## src/rtl/regfile_commit_arbiter_if.sv

```systemverilog
// regfile_commit_arbiter_if
//   Bundles the dual-commit input side and the register-file write port of
//   regfile_commit_arbiter.
//   master : ROB / register-file side (drives commits, rdy_in, rob_clear)
//   slave  : the arbiter (drives in_ready, write port and count)
//   Signals: rdy_in, rob_clear, c0_*/c1_* commit slots (c0 older), in_ready,
//            set_reg_id / set_val / set_reg_on_rob_id write port, count.
interface regfile_commit_arbiter_if #(
   parameter int unsigned DEPTH = 4,
   parameter int unsigned ROB_W = 4
);
   logic                         rdy_in;
   logic                         rob_clear;
   logic                         c0_valid;
   logic [4:0]                   c0_reg;
   logic [31:0]                  c0_val;
   logic [ROB_W-1:0]             c0_rob;
   logic                         c1_valid;
   logic [4:0]                   c1_reg;
   logic [31:0]                  c1_val;
   logic [ROB_W-1:0]             c1_rob;
   logic                         in_ready;
   logic [4:0]                   set_reg_id;
   logic [31:0]                  set_val;
   logic [ROB_W-1:0]             set_reg_on_rob_id;
   logic [$clog2(DEPTH+1)-1:0]   count;

   modport master (
      output rdy_in, rob_clear,
      output c0_valid, c0_reg, c0_val, c0_rob,
      output c1_valid, c1_reg, c1_val, c1_rob,
      input  in_ready, set_reg_id, set_val, set_reg_on_rob_id, count
   );

   modport slave (
      input  rdy_in, rob_clear,
      input  c0_valid, c0_reg, c0_val, c0_rob,
      input  c1_valid, c1_reg, c1_val, c1_rob,
      output in_ready, set_reg_id, set_val, set_reg_on_rob_id, count
   );
endinterface

```

## src/rtl/regfile_commit_arbiter.sv

```systemverilog
// regfile_commit_arbiter
//   Absorbs up to two ROB commits per cycle into an in-order FIFO and drains
//   one architectural register write per cycle onto the register file's single
//   write port. Writes are held (not popped) during rob_clear cycles.
//   Ports:
//     clk_in  : system clock
//     rst_in  : asynchronous active-high reset, empties the FIFO
//     arb_if  : slave side of regfile_commit_arbiter_if (commits in, write out)
//   Optional feature macro: REGFILE_ARB_COALESCE_EN
//     When defined, a same-cycle c0/c1 pair targeting the same nonzero register
//     enqueues only c1 (the c0 write is dead).
module regfile_commit_arbiter #(
   parameter int unsigned DEPTH = 4,
   parameter int unsigned ROB_W = 4
) (
   input logic                      clk_in,
   input logic                      rst_in,
   regfile_commit_arbiter_if.slave  arb_if
);
   localparam int unsigned PtrW = $clog2(DEPTH);
   localparam int unsigned CntW = $clog2(DEPTH + 1);

   typedef struct packed {
      logic [4:0]       rid;
      logic [31:0]      val;
      logic [ROB_W-1:0] rob;
   } entry_t;

   entry_t            mem_q [DEPTH];
   logic [PtrW-1:0]   head_q, head_d;
   logic [PtrW-1:0]   tail_q, tail_d;
   logic [CntW-1:0]   count_q, count_d;

   logic              ready;
   logic              push0, push1, pop;
   logic [PtrW-1:0]   tail1;
   logic [CntW-1:0]   free_cnt;

   // Readiness is based on the current occupancy only; a same-cycle pop does
   // not make room, which keeps in_ready free of any rob_clear dependency.
   assign free_cnt = CntW'(DEPTH) - count_q;
   assign ready    = arb_if.rdy_in && (free_cnt >= CntW'(2));

   always_comb begin
      push0 = ready && arb_if.c0_valid && (arb_if.c0_reg != 5'd0);
      push1 = ready && arb_if.c1_valid && (arb_if.c1_reg != 5'd0);
`ifdef REGFILE_ARB_COALESCE_EN
      // Younger write to the same register supersedes the older one.
      if (push0 && push1 && (arb_if.c0_reg == arb_if.c1_reg)) begin
         push0 = 1'b0;
      end
`endif
      pop    = (count_q != '0) && arb_if.rdy_in && !arb_if.rob_clear;
      tail1  = push0 ? tail_q + PtrW'(1) : tail_q;
      tail_d = tail_q + PtrW'(push0) + PtrW'(push1);
      head_d = pop ? head_q + PtrW'(1) : head_q;
      count_d = count_q + CntW'(push0) + CntW'(push1) - CntW'(pop);
   end

   always_ff @(posedge clk_in or posedge rst_in) begin
      if (rst_in) begin
         head_q  <= '0;
         tail_q  <= '0;
         count_q <= '0;
      end else begin
         head_q  <= head_d;
         tail_q  <= tail_d;
         count_q <= count_d;
      end
   end

   // Storage needs no reset: the output is masked whenever count is zero.
   always_ff @(posedge clk_in) begin
      if (push0) begin
         mem_q[tail_q] <= '{rid: arb_if.c0_reg, val: arb_if.c0_val, rob: arb_if.c0_rob};
      end
      if (push1) begin
         mem_q[tail1] <= '{rid: arb_if.c1_reg, val: arb_if.c1_val, rob: arb_if.c1_rob};
      end
   end

   always_comb begin
      arb_if.set_reg_id        = '0;
      arb_if.set_val           = '0;
      arb_if.set_reg_on_rob_id = '0;
      if (count_q != '0) begin
         arb_if.set_reg_id        = mem_q[head_q].rid;
         arb_if.set_val           = mem_q[head_q].val;
         arb_if.set_reg_on_rob_id = mem_q[head_q].rob;
      end
   end

   assign arb_if.in_ready = ready;
   assign arb_if.count    = count_q;
endmodule

```

## src/flat_wrapper.sv

```systemverilog
// flat-port wrapper written by rule: the top's interface ports become plain ports
module regfile_commit_arbiter_flat 
#(
   parameter int unsigned DEPTH = 4,
   parameter int unsigned ROB_W = 4
)
  (clk_in, rst_in, arb_if_rdy_in, arb_if_rob_clear, arb_if_c0_valid, arb_if_c0_reg, arb_if_c0_val, arb_if_c0_rob, arb_if_c1_valid, arb_if_c1_reg, arb_if_c1_val, arb_if_c1_rob, arb_if_in_ready, arb_if_set_reg_id, arb_if_set_val, arb_if_set_reg_on_rob_id, arb_if_count);
  regfile_commit_arbiter_if #(.DEPTH(DEPTH), .ROB_W(ROB_W)) arb_if_i ();
  input logic clk_in;
  input logic rst_in;
  input wire logic [$bits(arb_if_i.rdy_in)-1:0] arb_if_rdy_in;
  input wire logic [$bits(arb_if_i.rob_clear)-1:0] arb_if_rob_clear;
  input wire logic [$bits(arb_if_i.c0_valid)-1:0] arb_if_c0_valid;
  input wire logic [$bits(arb_if_i.c0_reg)-1:0] arb_if_c0_reg;
  input wire logic [$bits(arb_if_i.c0_val)-1:0] arb_if_c0_val;
  input wire logic [$bits(arb_if_i.c0_rob)-1:0] arb_if_c0_rob;
  input wire logic [$bits(arb_if_i.c1_valid)-1:0] arb_if_c1_valid;
  input wire logic [$bits(arb_if_i.c1_reg)-1:0] arb_if_c1_reg;
  input wire logic [$bits(arb_if_i.c1_val)-1:0] arb_if_c1_val;
  input wire logic [$bits(arb_if_i.c1_rob)-1:0] arb_if_c1_rob;
  output wire logic [$bits(arb_if_i.in_ready)-1:0] arb_if_in_ready;
  output wire logic [$bits(arb_if_i.set_reg_id)-1:0] arb_if_set_reg_id;
  output wire logic [$bits(arb_if_i.set_val)-1:0] arb_if_set_val;
  output wire logic [$bits(arb_if_i.set_reg_on_rob_id)-1:0] arb_if_set_reg_on_rob_id;
  output wire logic [$bits(arb_if_i.count)-1:0] arb_if_count;
  assign arb_if_i.rdy_in = arb_if_rdy_in;
  assign arb_if_i.rob_clear = arb_if_rob_clear;
  assign arb_if_i.c0_valid = arb_if_c0_valid;
  assign arb_if_i.c0_reg = arb_if_c0_reg;
  assign arb_if_i.c0_val = arb_if_c0_val;
  assign arb_if_i.c0_rob = arb_if_c0_rob;
  assign arb_if_i.c1_valid = arb_if_c1_valid;
  assign arb_if_i.c1_reg = arb_if_c1_reg;
  assign arb_if_i.c1_val = arb_if_c1_val;
  assign arb_if_i.c1_rob = arb_if_c1_rob;
  assign arb_if_in_ready = arb_if_i.in_ready;
  assign arb_if_set_reg_id = arb_if_i.set_reg_id;
  assign arb_if_set_val = arb_if_i.set_val;
  assign arb_if_set_reg_on_rob_id = arb_if_i.set_reg_on_rob_id;
  assign arb_if_count = arb_if_i.count;
  regfile_commit_arbiter #(.DEPTH(DEPTH), .ROB_W(ROB_W)) u_core (.clk_in(clk_in), .rst_in(rst_in), .arb_if(arb_if_i));
endmodule
```

## config.mk

```make
export PLATFORM = sky130hd
export DESIGN_NAME = regfile_commit_arbiter_flat
export DESIGN_NICKNAME = d
export VERILOG_FILES = /design/src/rtl/regfile_commit_arbiter_if.sv /design/src/rtl/regfile_commit_arbiter.sv /design/src/flat_wrapper.sv
export SDC_FILE = /design/constraint.sdc
export NUM_CORES = 1
export LEC_CHECK = 0
export BUFFER_PORTS_ARGS = -buffer_cell sky130_fd_sc_hd__buf_2
export CORE_ASPECT_RATIO = 0.7
export CORE_MARGIN = 3
export CORE_UTILIZATION = 40
export CTS_CLUSTER_SIZE = 16
export DETAILED_ROUTE_END_ITERATION = 16
export SKIP_CTS_REPAIR_TIMING = 1
export SLEW_MARGIN = 10
export SYNTH_ARGS = -nofsm -noshare
export SYNTH_HDL_FRONTEND = slang
export SYNTH_SLANG_ARGS = --single-unit
```

## constraint.sdc

```tcl
create_clock -name clk_in -period 8.7 [get_ports clk_in]
set_input_delay 1.74 -clock clk_in [delete_from_list [all_inputs] [get_ports clk_in]]
set_output_delay 1.74 -clock clk_in [all_outputs]
set_load 0.03 [all_outputs]
```

Word level (Yosys, flattened, before mapping)
Memories as Yosys holds them, arrays and structs flattened.
Cells that the tools add are included.

storage, ports and cells
  register bits after elaboration = 7
  memory bits (writable) = 164
  output and inout bits = 45
  word-level logic and storage cells = 32
  memories kept = 1

cells by class
  add/sub/neg operators = 8
  order comparisons = 1
  muxes and demuxes = 8
  reductions and logical operators = 11

memories
  memory        words  bits a word  read ports  clocked after Yosys merged registers in  write ports  line                          text
  u_core.mem_q  4      41           1           0                                        2            regfile_commit_arbiter.sv:29  entry_t mem_q [DEPTH];

operators with widths
  kind                                                  count
  two-way mux 32 bit                                    1
  nonzero test 5 bit                                    2
  logical AND 1 bit                                     7
  adder 3 x 1 -> 3 bit                                  2
  two-way mux 5 bit                                     1
  adder 2 x 1 -> 2 bit                                  2
  adder 2 x 1 -> 2 bit (second input constant)          2
  two-way mux 1 bit                                     4
  two-way mux 4 bit                                     1
  >= comparator 3 x 2 -> 1 bit (second input constant)  1
  nonzero test 3 bit                                    1
  subtractor 3 x 1 -> 3 bit                             1
  subtractor 3 bit (first input constant)               1
  two-way mux 2 bit                                     1
  logical NOT 1 bit                                     1

Depth between registers and ports, before layout
Gate-level depths: netlist of run 1.

  depth after elaboration = 8
  gate-level depth with buffers = 12
  mapped depth without buffers = 12

Least setup slack after synthesis of run 1
Ideal clock, no wire load.

  path type = in2reg
  from = input arb_if_c1_reg[0]
  to = memory u_core.mem_q[3][0] (netlist bit) (enable)
  setup time = 399 ps
  arrival = 3685 ps
  data required time = 8301 ps
  path slack = 4616 ps
  cell stages on the path = 7
  buffers on the path = 3
  cells stage by stage = nor4_1 a2111o_1 buf_6 a31o_1 buf_6 buf_6 nand2_1

RTL lines
  what         line                          text
  from (decl)  flat_wrapper.sv:18            input wire logic [$bits(arb_if_i.c1_reg)-1:0] arb_if_c1_reg;
  to (decl)    regfile_commit_arbiter.sv:29

==> key figures, run 1 <==
Outcome
  • Run status: finished, final reports clean

Worst setup path
  • Worst EP required: 8.83 ns
  • Cells along the critical path: buf_2 > nor4_1 > a2111o_1 > a31o_4 > nand2_2 > buf_4
  • WS Path Type: input pin to register
  • Crit path max fanout: between 40 and 50
  • Crit-path slowest cell: a31o_4
  • CP max stage delay: around 0.85 ns
  • CP endpoint kind: register
  • Type of origin of the critical path: input pin
  • CP arrival: approximately 4.5 ns

Timing
  • Rel. slew slack: 31.0%
  • Total negative setup slack: 0 ns
  • Worst-Margin Slew: 1.03 ns
  • Period utilization: 50.1%
  • Clock skew: ~0.01 ns
  • Final hold violations: 0
  • Final setup viols: 0
  • RSZ-0062 raised after global routing: false
  • PnR worst setup slack: 4.34 ns
  • Worst hold slack: 0.653 ns
  • Fmax: 230 MHz
  • Slew Limit Fails: 0
  • Fin crit period: 4.36 ns

Drt
  • 1st-pass router iterations: 6
  • Drt drc: 0
  • Vias/cell: 5.43
  • Overall routed net length: 21,000 um
  • DRT antenna net count: 0
  • First DRT Iteration DRCs: 264
  • Routed WL per cell: 22.3 um
  • Via total after detailed routing: just over 5,000

Clocking
  • Clock root buffer: clkbuf_16
  • Clk_lat worst skew: approximately 0.42 ns
  • Clk slew on worst S/H paths: 0.07 ns
  • CTS HTree Levels: 4
  • Max Buffers Root-to-Sink: 2
  • Clock sink count: 171
  • TritonCTS clock tree: built
  • Cts bufs inserted: 17

Floorplanning
  • Die area: 0.0245 mm2
  • Io pins: 133
  • Initial Utilization: 41.3%
  • Core area: 0.0220 mm2
  • Row Count: between 40 and 50
  • Die width: 186 um
  • Die H: roughly 130 um

Synth
  • Synthesized Nets: around 620
  • Main synth FF type: edfxtp_1
  • Cells after Synth: 519
  • Mapped Area: 0.00906 mm2
  • FFs w/ async S/R, synth: 4.09%
  • EDFF count, synth: roughly 160
  • Mean Syn Cell Area: 17.5 um2
  • Register bit total from synthesis: 171
  • Register area share after synthesis: 56.3%
  • Synth cell types: 36
  • YS warnings: 0

Global route
  • First-pass GRT wire length: 32,200 um
  • Largest net degree at the start of global routing: 44
  • Vias in the first global route: 5,394
  • Grt ovf: 0
  • GRT Util Overall: 17.5%
  • Initial antenna violation count: 6

Cells and area
  • Share of cells above drive strength 1: 57.9%
  • Layout net count: about 740
  • Most frequent cells in the layout: 164 x edfxtp_1, 132 x buf_2, 120 x mux2_2
  • Commonest non-fill, non-tap cell in the layout: edfxtp_1
  • P&R area growth vs syn: 15.8%

Power
  • Peak VDD IR: 0.188 mV
  • Power per cell area: 345 mW/mm2
  • P_leak: between 3 and 4 nW

Placed design
  • Port bufs: 132
  • Dpl ws: 3.88 ns
  • Gpl congestion: a little under 0.8
  • HPWL Detailed: 12,900 um

Worst hold path
  • Hold Crit Class: register to register

Flow run
  • Total of max-cap violations: 0
==> where the power goes <==
group	switching [mW]	internal [mW]
Combinational	0.906	0.649
Sequential	0.156	1.18
Clock	0.310	0.419
Total	1.37	2.25
==> through the flow <==
| stage | total power [mW] | std cells | cell area (um2) | util [%] |
|---|---|---|---|---|
| 5_1_grt | 3.81 | 941 | 10500 | 47.8 |
| 2_1_floorplan | 2.48 | 519 | 9060 | - |
| 4_1_cts | 3.67 | 940 | 10500 | 47.8 |
| 3_3_place_gp | 2.91 | 908 | 9930 | 45.2 |
| 6_report | 3.62 | 941 | 10500 | 47.8 |
| 3_5_place_dp | 2.94 | 908 | 9930 | 45.2 |
==> layer usage <==
| metal | GRT usage [%] | share of wire, % | vias to the layer above |
|---|---|---|---|
| met4 | 3.80 | 1.0 | 10 |
| met5 | 0 | 0.28 | - |
| met3 | 5.24 | 5.5 | 29 |
| met1 | 24.1 | 46 | 2635 |
| met2 | 27.7 | 47 | 149 |
| li1 | - | - | 2289 |
==> synthesized netlist by cell type, drive strengths merged, types with 4 or more instances <==
| cell | number | area share [%] |
|---|---|---|
| clkbuf | 11 | 0.46 |
| mux2 | 164 | 22 |
| inv | 15 | 0.62 |
| edfxtp | 164 | 54 |
| buf | 23 | 2.2 |
| nand4 | 4 | 0.28 |
| mux4 | 41 | 10 |
| dfrtp | 7 | 1.9 |
| nor2b | 41 | 2.8 |
| ha | 8 | 1.1 |
| nand2 | 5 | 0.21 |
==> kinds of logic after synthesis <==
| group | after synthesis | synth area share (%) |
|---|---|---|
| multiplexers | 205 | 32.2 |
| flip-flops | 171 | 56.3 |
| AND/OR/NAND/NOR | 64 | 4.32 |
| buffers and inverters | 49 | 3.26 |
| AO/OA/AOI/OAI | 14 | 1.74 |
| adder cells (fa/ha/maj) | 11 | 1.77 |
| XOR/XNOR | 5 | 0.483 |
==> state kept, by name, summed over array words and instances (netlist names) <==
| register | count |
|---|---|
| u_core.head_q | 2 |
| u_core.arb_if.count | 3 |
| u_core.tail_q | 2 |
| u_core.mem_q | 164 |
==> critical path: cells and delay by family <==
kind	cells	cell delay [ns]
compound gates	2	1.31
simple gates	2	0.83
buf+inv	2	0.56
==> worst paths after layout <==
path | depth (start not counted) | slack, ns | startpoint | end
setup / recovery | 6 | 4.34 | arb_if_c1_reg[1] | u_core.mem_q[3][29]
hold / removal | 2 | 0.65 | u_core.arb_if.count[2] | u_core.arb_if.count[2]
setup reg to reg | 8 | 4.67 | u_core.arb_if.count[1] | u_core.mem_q[3][29]
hold reg to reg | 2 | 0.65 | u_core.arb_if.count[2] | u_core.arb_if.count[2]
max in group asynchronous | 2 | 7.20 | rst_in | u_core.head_q[0]
min in group asynchronous | 2 | 1.25 | rst_in | u_core.arb_if.count[1]
==> layout make-up <==
| type | instances | area [um2] |
|---|---|---|
| antenna | 1 | 2.50 |
| clock buffer | 19 | 433 |
| clock inverter | 13 | 126 |
| fill | 1921 | 11500 |
| inverter | 15 | 56.3 |
| multi-input combinational | 299 | 3690 |
| sequential | 171 | 5100 |
| tap | 282 | 353 |
| timing repair buffer | 141 | 728 |
Note: power is estimated with default switching activity, not from simulation.
==> inputs of run 2 (changes only) <==
- clock period: 8.7 -> 3.7 ns (I/O delays scaled with it)
==> key figures, run 2 (same netlist as run 1, synthesis figures left out) <==
Drt
  • Drt drc: 0 (unchanged)
  • DRT antenna net count: 0 (unchanged)
  • Overall routed net length: 21,200 um (was 21,000 um)
  • Routed WL per cell: 22.4 um (was 22.3 um)
  • Via total after detailed routing: 5,158 (was 5,112)
  • Vias/cell: 5.43 (about the same)
  • First DRT Iteration DRCs: 316 (was 264)
  • 1st-pass router iterations: 4 (was 6)

Cells and area
  • FF+latch area: 0.00510 mm2 (unchanged)
  • Most flop-heavy register: u_core.mem_q (unchanged)
  • Final Util: 48.5% (was 47.8%)
  • Commonest non-fill, non-tap cell in the layout: edfxtp_1 (unchanged)
  • Final std cells w/o fill: 950 (was 941)
  • Finished Cell Area: 0.0107 mm2 (was 0.0105 mm2)
  • Share of cells above drive strength 1: 59.1% (was 57.9%)
  • Layout net count: 754 (was 744)
  • Fill count: 1,894 (was 1,921)
  • Most frequent cells in the layout: 164 x edfxtp_1, 132 x buf_2, 120 x mux2_2 (unchanged)
  • Multi-input gate area: 0.00369 mm2 (about the same)
  • # diodes: 0 (was 1)
  • P&R area growth vs syn: 17.6% (was 15.8%)
  • Max reg flops: 164 (unchanged)

Floorplanning
  • Initial Utilization: 41.3% (unchanged)
  • Die area: 0.0245 mm2 (unchanged)
  • Die H: 132 um (unchanged)
  • Io pins: 133 (unchanged)
  • Core area: 0.0220 mm2 (unchanged)
  • Row Count: 45 (unchanged)
  • Die width: 186 um (unchanged)

Clocking
  • Clk slew on worst S/H paths: 0.06 ns (was 0.07 ns)
  • Clock sink count: 171 (unchanged)
  • CTS HTree Levels: 4 (unchanged)
  • Cts bufs inserted: 17 (unchanged)
  • Max Buffers Root-to-Sink: 2 (unchanged)
  • Clock root buffer: clkbuf_16 (unchanged)
  • TritonCTS clock tree: built (unchanged)
  • Clk_lat worst skew: 0.43 ns (was 0.42 ns)

Placed design
  • Port bufs: 132 (unchanged)
  • Cells after DPL: 918 (was 908)
  • Placed Area: 0.0101 mm2 (was 0.00993 mm2)
  • Gpl congestion: 0.795 (was 0.784)
  • Dpl ws: 0.655 ns (was 3.88 ns)
  • HPWL Detailed: 13,500 um (was 12,900 um)

Timing
  • Final hold violations: 0 (unchanged)
  • Rel. slew slack: 52.7% (was 31.0%)
  • Final setup viols: 0 (unchanged)
  • Worst hold slack: 0.225 ns (was 0.653 ns)
  • Fmax: 314 MHz
  • Period utilization: between 80% and 90%
  • Clock skew: 0.00831 ns (was 0.00976 ns)
  • RSZ-0062 raised after global routing: false (unchanged)
  • Slew Limit Fails: 0 (unchanged)
  • Total negative setup slack: 0 ns (unchanged)
  • PnR worst setup slack: 0.516 ns (was 4.34 ns)
  • Fin crit period: between 3 and 4 ns
  • Worst-Margin Slew: 0.710 ns (was 1.03 ns)

Worst setup path
  • Crit path max fanout: 26 (was 42)
  • Reg2reg path depth: 8 (unchanged)
  • Crit-path slowest cell: dfrtp_4 (was a31o_4)
  • Worst EP required: 2.96 ns (was 8.83 ns)
  • R2r setup slk: 0.63 ns (was 4.67 ns)
  • WS Path Type: register to output port (was input pin to register)
  • Reg2reg end: u_core.mem_q[3][15] (was u_core.mem_q[3][29])
  • Worst r2r src: u_core.arb_if.count[1] (unchanged)
  • Cells along the critical path: buf_12 > mux4_2 > nor2b_1 > buf_2 (was buf_2 > nor4_1 > a2111o_1 > a31o_4 > nand2_2 > buf_4)
  • Type of origin of the critical path: register (was input pin)
  • CP max stage delay: 0.79 ns (was 0.85 ns)
  • CP endpoint kind: output port (was register)
  • CP arrival: 2.44 ns (was 4.48 ns)
  • Critical Path Source: u_core.head_q[0] (was arb_if_c1_reg[1])

Flow run
  • Total of max-cap violations: 0 (unchanged)

Global route
  • Initial antenna violation count: 9 (was 6)
  • Largest net degree at the start of global routing: 42 (was 44)
  • Grt met2 use: 29.3% (was 27.7%)
  • Grt met1 use: 22.9% (was 24.1%)
  • Grt met3 use: 5.41% (was 5.24%)
  • GRT Util Overall: 17.7% (was 17.5%)
  • Vias in the first global route: 5,564 (was 5,394)
  • Grt ovf: 0 (unchanged)
  • First-pass GRT wire length: 32,400 um (was 32,200 um)
  • Most Used Layer, Global Route: met2 (unchanged)

Power
  • P_leak: 3.96 nW (was 3.87 nW)
  • Power per cell area: 816 mW/mm2 (was 345 mW/mm2)
  • Peak VDD IR: 0.384 mV (was 0.188 mV)
  • Power, Total: 8.70 mW (was 3.62 mW)

Worst hold path
  • Hold Crit Class: input pin to async pin (was register to register)

Outcome
  • Run status: finished, final reports clean (unchanged)
==> run 2: cell types whose count changed in the layout (fill, tap and decap cells not counted), sizes merged <==
| cell | previous run | this run |
|---|---|---|
| buf | 141 | 151 |
| clkbuf | 19 | 18 |
| clkinv | 8 | 5 |
| diode | 1 | 0 |
| inv | 16 | 20 |
==> run 2: worst max-delay path by stage <==
stage	end	slack (ns)
2_1_floorplan	u_core.mem_q[3][0]	0.24
3_3_place_gp	u_core.mem_q[3][15]	0.70
3_5_place_dp	u_core.mem_q[3][36]	0.65
4_1_cts	arb_if_set_val[10]	0.43
5_1_grt	arb_if_set_val[10]	0.33
6_report	arb_if_set_val[10]	0.52
==> run 2: worst max-delay path, delay by kind of cell (launching register included) <==
kind / cells / cell delay (ns)
buffers and inverters: 2 / 0.50
muxes: 1 / 0.51
DFF: 1 / 0.79
and+or+nand+nor: 1 / 0.17
==> run 2: area by class of cell <==
| class | count | share of cell area (%) |
|---|---|---|
| inverters | 15 | 0.528 |
| repair buffers | 151 | 8.12 |
| clock buffers | 18 | 4.03 |
| well taps | 282 | 3.31 |
| clock inverters | 14 | 1.53 |
| flip-flops and latches | 171 | 47.9 |
| multi-input cells | 299 | 34.6 |
==> run 2: power breakdown <==
group	switching, mW	internal (mW)	total (mW)
clock	0.786	1.01	1.80
sequential	0.298	2.77	3.07
combinational	2.22	1.61	3.83
==> run 2: metal layers <==
| metal | share of wire (%) | vias to the layer above | wire length (um) |
|---|---|---|---|
| li1 | - | 2320 | - |
| met1 | 42 | 2654 | 8940 |
| met2 | 49 | 137 | 10500 |
| met3 | 7.1 | 29 | 1510 |
| met4 | 0.84 | 18 | 178 |
| met5 | 0.54 | - | 114 |
==> inputs of run 3 (changes only) <==
- CORE_MARGIN: 3 -> 2
==> key figures, run 3 (same netlist as run 1, synthesis figures left out) <==
Timing
  • Final setup viols: 0 (unchanged)
  • Period utilization: 86.0% (was 86.1%)
  • Final hold violations: 0 (unchanged)
  • RSZ-0062 raised after global routing: false (unchanged)
  • Fmax: 314 MHz (about the same)
  • Fin crit period: 3.18 ns (about the same)
  • Worst-Margin Slew: 0.586 ns (was 0.710 ns)
  • Rel. slew slack: 61.0% (was 52.7%)
  • Total negative setup slack: 0 ns (unchanged)
  • Clock skew: 0.0103 ns (was 0.00831 ns)
  • Slew Limit Fails: 0 (unchanged)

Power
  • P_leak: 3.96 nW (about the same)
  • Clock power share: 20.0% (was 20.7%)
  • Sw frac: 38.4% (was 37.9%)
  • Peak VDD IR: 0.474 mV (was 0.384 mV)
  • Switching pwr: 3.32 mW (was 3.30 mW)
  • P_int: 5.34 mW (was 5.40 mW)
  • Sequential share of power: 35.2% (was 35.3%)
  • Power per cell area: 813 mW/mm2 (was 816 mW/mm2)
  • Combinational fraction of design power: 44.8% (was 44.0%)

Worst setup path
  • WP buf/inv: 2 (unchanged)
  • Crit-path slowest cell: dfrtp_4 (unchanged)
  • Cells along the critical path: buf_12 > mux4_2 > nor2b_1 > buf_2 (unchanged)
  • Worst EP required: 2.96 ns (about the same)
  • Type of origin of the critical path: register (unchanged)
  • Worst r2r src: u_core.arb_if.count[1] (unchanged)
  • WS Path Type: register to output port (unchanged)
  • Critical path's top delay family: flip-flops (unchanged)
  • R2r setup slk: 0.72 ns (was 0.63 ns)
  • Reg2reg end: u_core.arb_if.count[1] (was u_core.mem_q[3][15])
  • CP endpoint kind: output port (unchanged)
  • CP arrival: 2.44 ns (about the same)
  • Crit path max fanout: 25 (was 26)
  • CP max stage delay: 0.79 ns (about the same)
  • Reg2reg path depth: 11 (was 8)

Drt
  • 1st-pass router iterations: 4 (unchanged)
  • Vias/cell: 5.38 (was 5.43)
  • Routed WL per cell: 22.3 um (was 22.4 um)
  • Via total after detailed routing: 5,174 (was 5,158)
  • DRT antenna net count: 0 (unchanged)
  • First DRT Iteration DRCs: 346 (was 316)
  • Overall routed net length: 21,400 um (was 21,200 um)
  • Drt drc: 0 (unchanged)

Clocking
  • CTS HTree Levels: 4 (unchanged)
  • Clock sink count: 171 (unchanged)
  • Max Buffers Root-to-Sink: 2 (unchanged)
  • Clock root buffer: clkbuf_16 (unchanged)
  • Clk slew on worst S/H paths: 0.07 ns (was 0.06 ns)
  • Cts bufs inserted: 17 (unchanged)
  • Clk_lat worst skew: 0.43 ns (about the same)
  • TritonCTS clock tree: built (unchanged)

Floorplanning
  • Die width: 184 um (was 186 um)
  • Core area: 0.0224 mm2 (was 0.0220 mm2)
  • Io pins: 133 (unchanged)
  • Initial Utilization: 40.4% (was 41.3%)
  • Die area: 0.0239 mm2 (was 0.0245 mm2)
  • Row Count: 46 (was 45)
  • Die H: 130 um (was 132 um)

Placed design
  • Gpl congestion: 0.768 (was 0.795)
  • HPWL Detailed: 13,500 um (about the same)
  • Placed Area: 0.0101 mm2 (about the same)
  • Cells after DPL: 925 (was 918)
  • Port bufs: 132 (unchanged)

Cells and area
  • Share of cells above drive strength 1: 59.2% (was 59.1%)
  • Final std cells w/o fill: 961 (was 950)
  • Finished Cell Area: 0.0107 mm2 (about the same)
  • Max reg flops: 164 (unchanged)
  • Most frequent cells in the layout: 164 x edfxtp_1, 132 x buf_2, 120 x mux2_2 (unchanged)
  • Layout net count: 755 (was 754)
  • Most flop-heavy register: u_core.mem_q (unchanged)
  • P&R area growth vs syn: 17.6% (about the same)
  • Commonest non-fill, non-tap cell in the layout: edfxtp_1 (unchanged)

Global route
  • Grt met1 use: 24.8% (was 22.9%)
  • Grt ovf: 0 (unchanged)
  • Vias in the first global route: 5,396 (was 5,564)
  • Most Used Layer, Global Route: met2 (unchanged)
  • Grt met2 use: 30.2% (was 29.3%)
  • Initial antenna violation count: 4 (was 9)
  • First-pass GRT wire length: 32,100 um (was 32,400 um)
  • GRT Util Overall: 18.6% (was 17.7%)
  • Largest net degree at the start of global routing: 42 (unchanged)
  • Grt met3 use: 5.53% (was 5.41%)

Flow run
  • Total of max-cap violations: 0 (unchanged)

Outcome
  • Run status: finished, final reports clean (unchanged)

Worst hold path
  • Hold Crit Class: input pin to async pin (unchanged)
-- run 3: changes by cell type in the layout (fill, tap and decap cells not counted) --
cell	change
clkinvlp_4	-1
diode_2	+4
inv_8	-3
buf_4	+1
inv_6	+5
bufinv_16	-1
-- run 3: cell type report --
cell class | instances | area [um2]
clock inverters | 14 | 135
well taps | 288 | 360
diodes | 4 | 10.0
fillers | 1937 | 11800
multi-input cells | 299 | 3690
flip-flops and latches | 171 | 5100
clock buffers | 18 | 429
repair buffers | 152 | 873
inverters | 15 | 56.3
-- run 3: worst max path at each step --
stage,from,end,cells past startpoint,slack (ns)
after floorplan,u_core.arb_if.count[1],u_core.mem_q[3][0],10,0.24
after global placement,arb_if_c0_reg[2],u_core.arb_if.count[1],9,0.75
after detailed placement,arb_if_c0_reg[1],u_core.arb_if.count[1],9,0.71
after CTS,u_core.head_q[0],arb_if_set_val[26],4,0.44
after global routing,u_core.head_q[0],arb_if_set_val[26],4,0.37
final,u_core.head_q[0],arb_if_set_val[26],4,0.52
-- run 3: metrics by stage --
stage / utilization [%] / power (mW) / hold slack, ns / worst slack, ns
after floorplan: - / 5.83 / 0.543 / 0.239
after global placement: 44.9 / 6.96 / 0.612 / 0.750
after detailed placement: 44.9 / 7.02 / 0.644 / 0.712
after CTS: 47.4 / 8.77 / 0.248 / 0.436
after global routing: 47.4 / 9.10 / 0.261 / 0.367
final: 47.5 / 8.66 / 0.254 / 0.519
-- run 3: routing by layer --
| metal | wire, um | vias to the layer above |
|---|---|---|
| met3 | 1600 | 7 |
| met5 | 0 | - |
| li1 | - | 2322 |
| met1 | 9510 | 2661 |
| met4 | 87 | 0 |
| met2 | 10200 | 184 |
-- run 3: worst register-to-register path: cells and delay by family (launching register included) --
kind                       cells  cell delay, ns
adders and majority gates      5            1.53
buffers and inverters          4            0.49
DFF                            1            0.40
AOI/OAI and AO/OA              1            0.28
and+or+nand+nor                1            0.16
-- run 3: power by group through the flow --
| stage | clock network (mW) | logic [mW] | registers [mW] |
|---|---|---|---|
| 6_report | 1.73 | 3.88 | 3.05 |
| 5_1_grt | 1.84 | 4.15 | 3.12 |
| 4_1_cts | 1.77 | 3.94 | 3.07 |
| 3_5_place_dp | 0 | 3.92 | 3.11 |
| 3_3_place_gp | 0 | 3.88 | 3.08 |
| 2_1_floorplan | 0 | 2.90 | 2.94 |
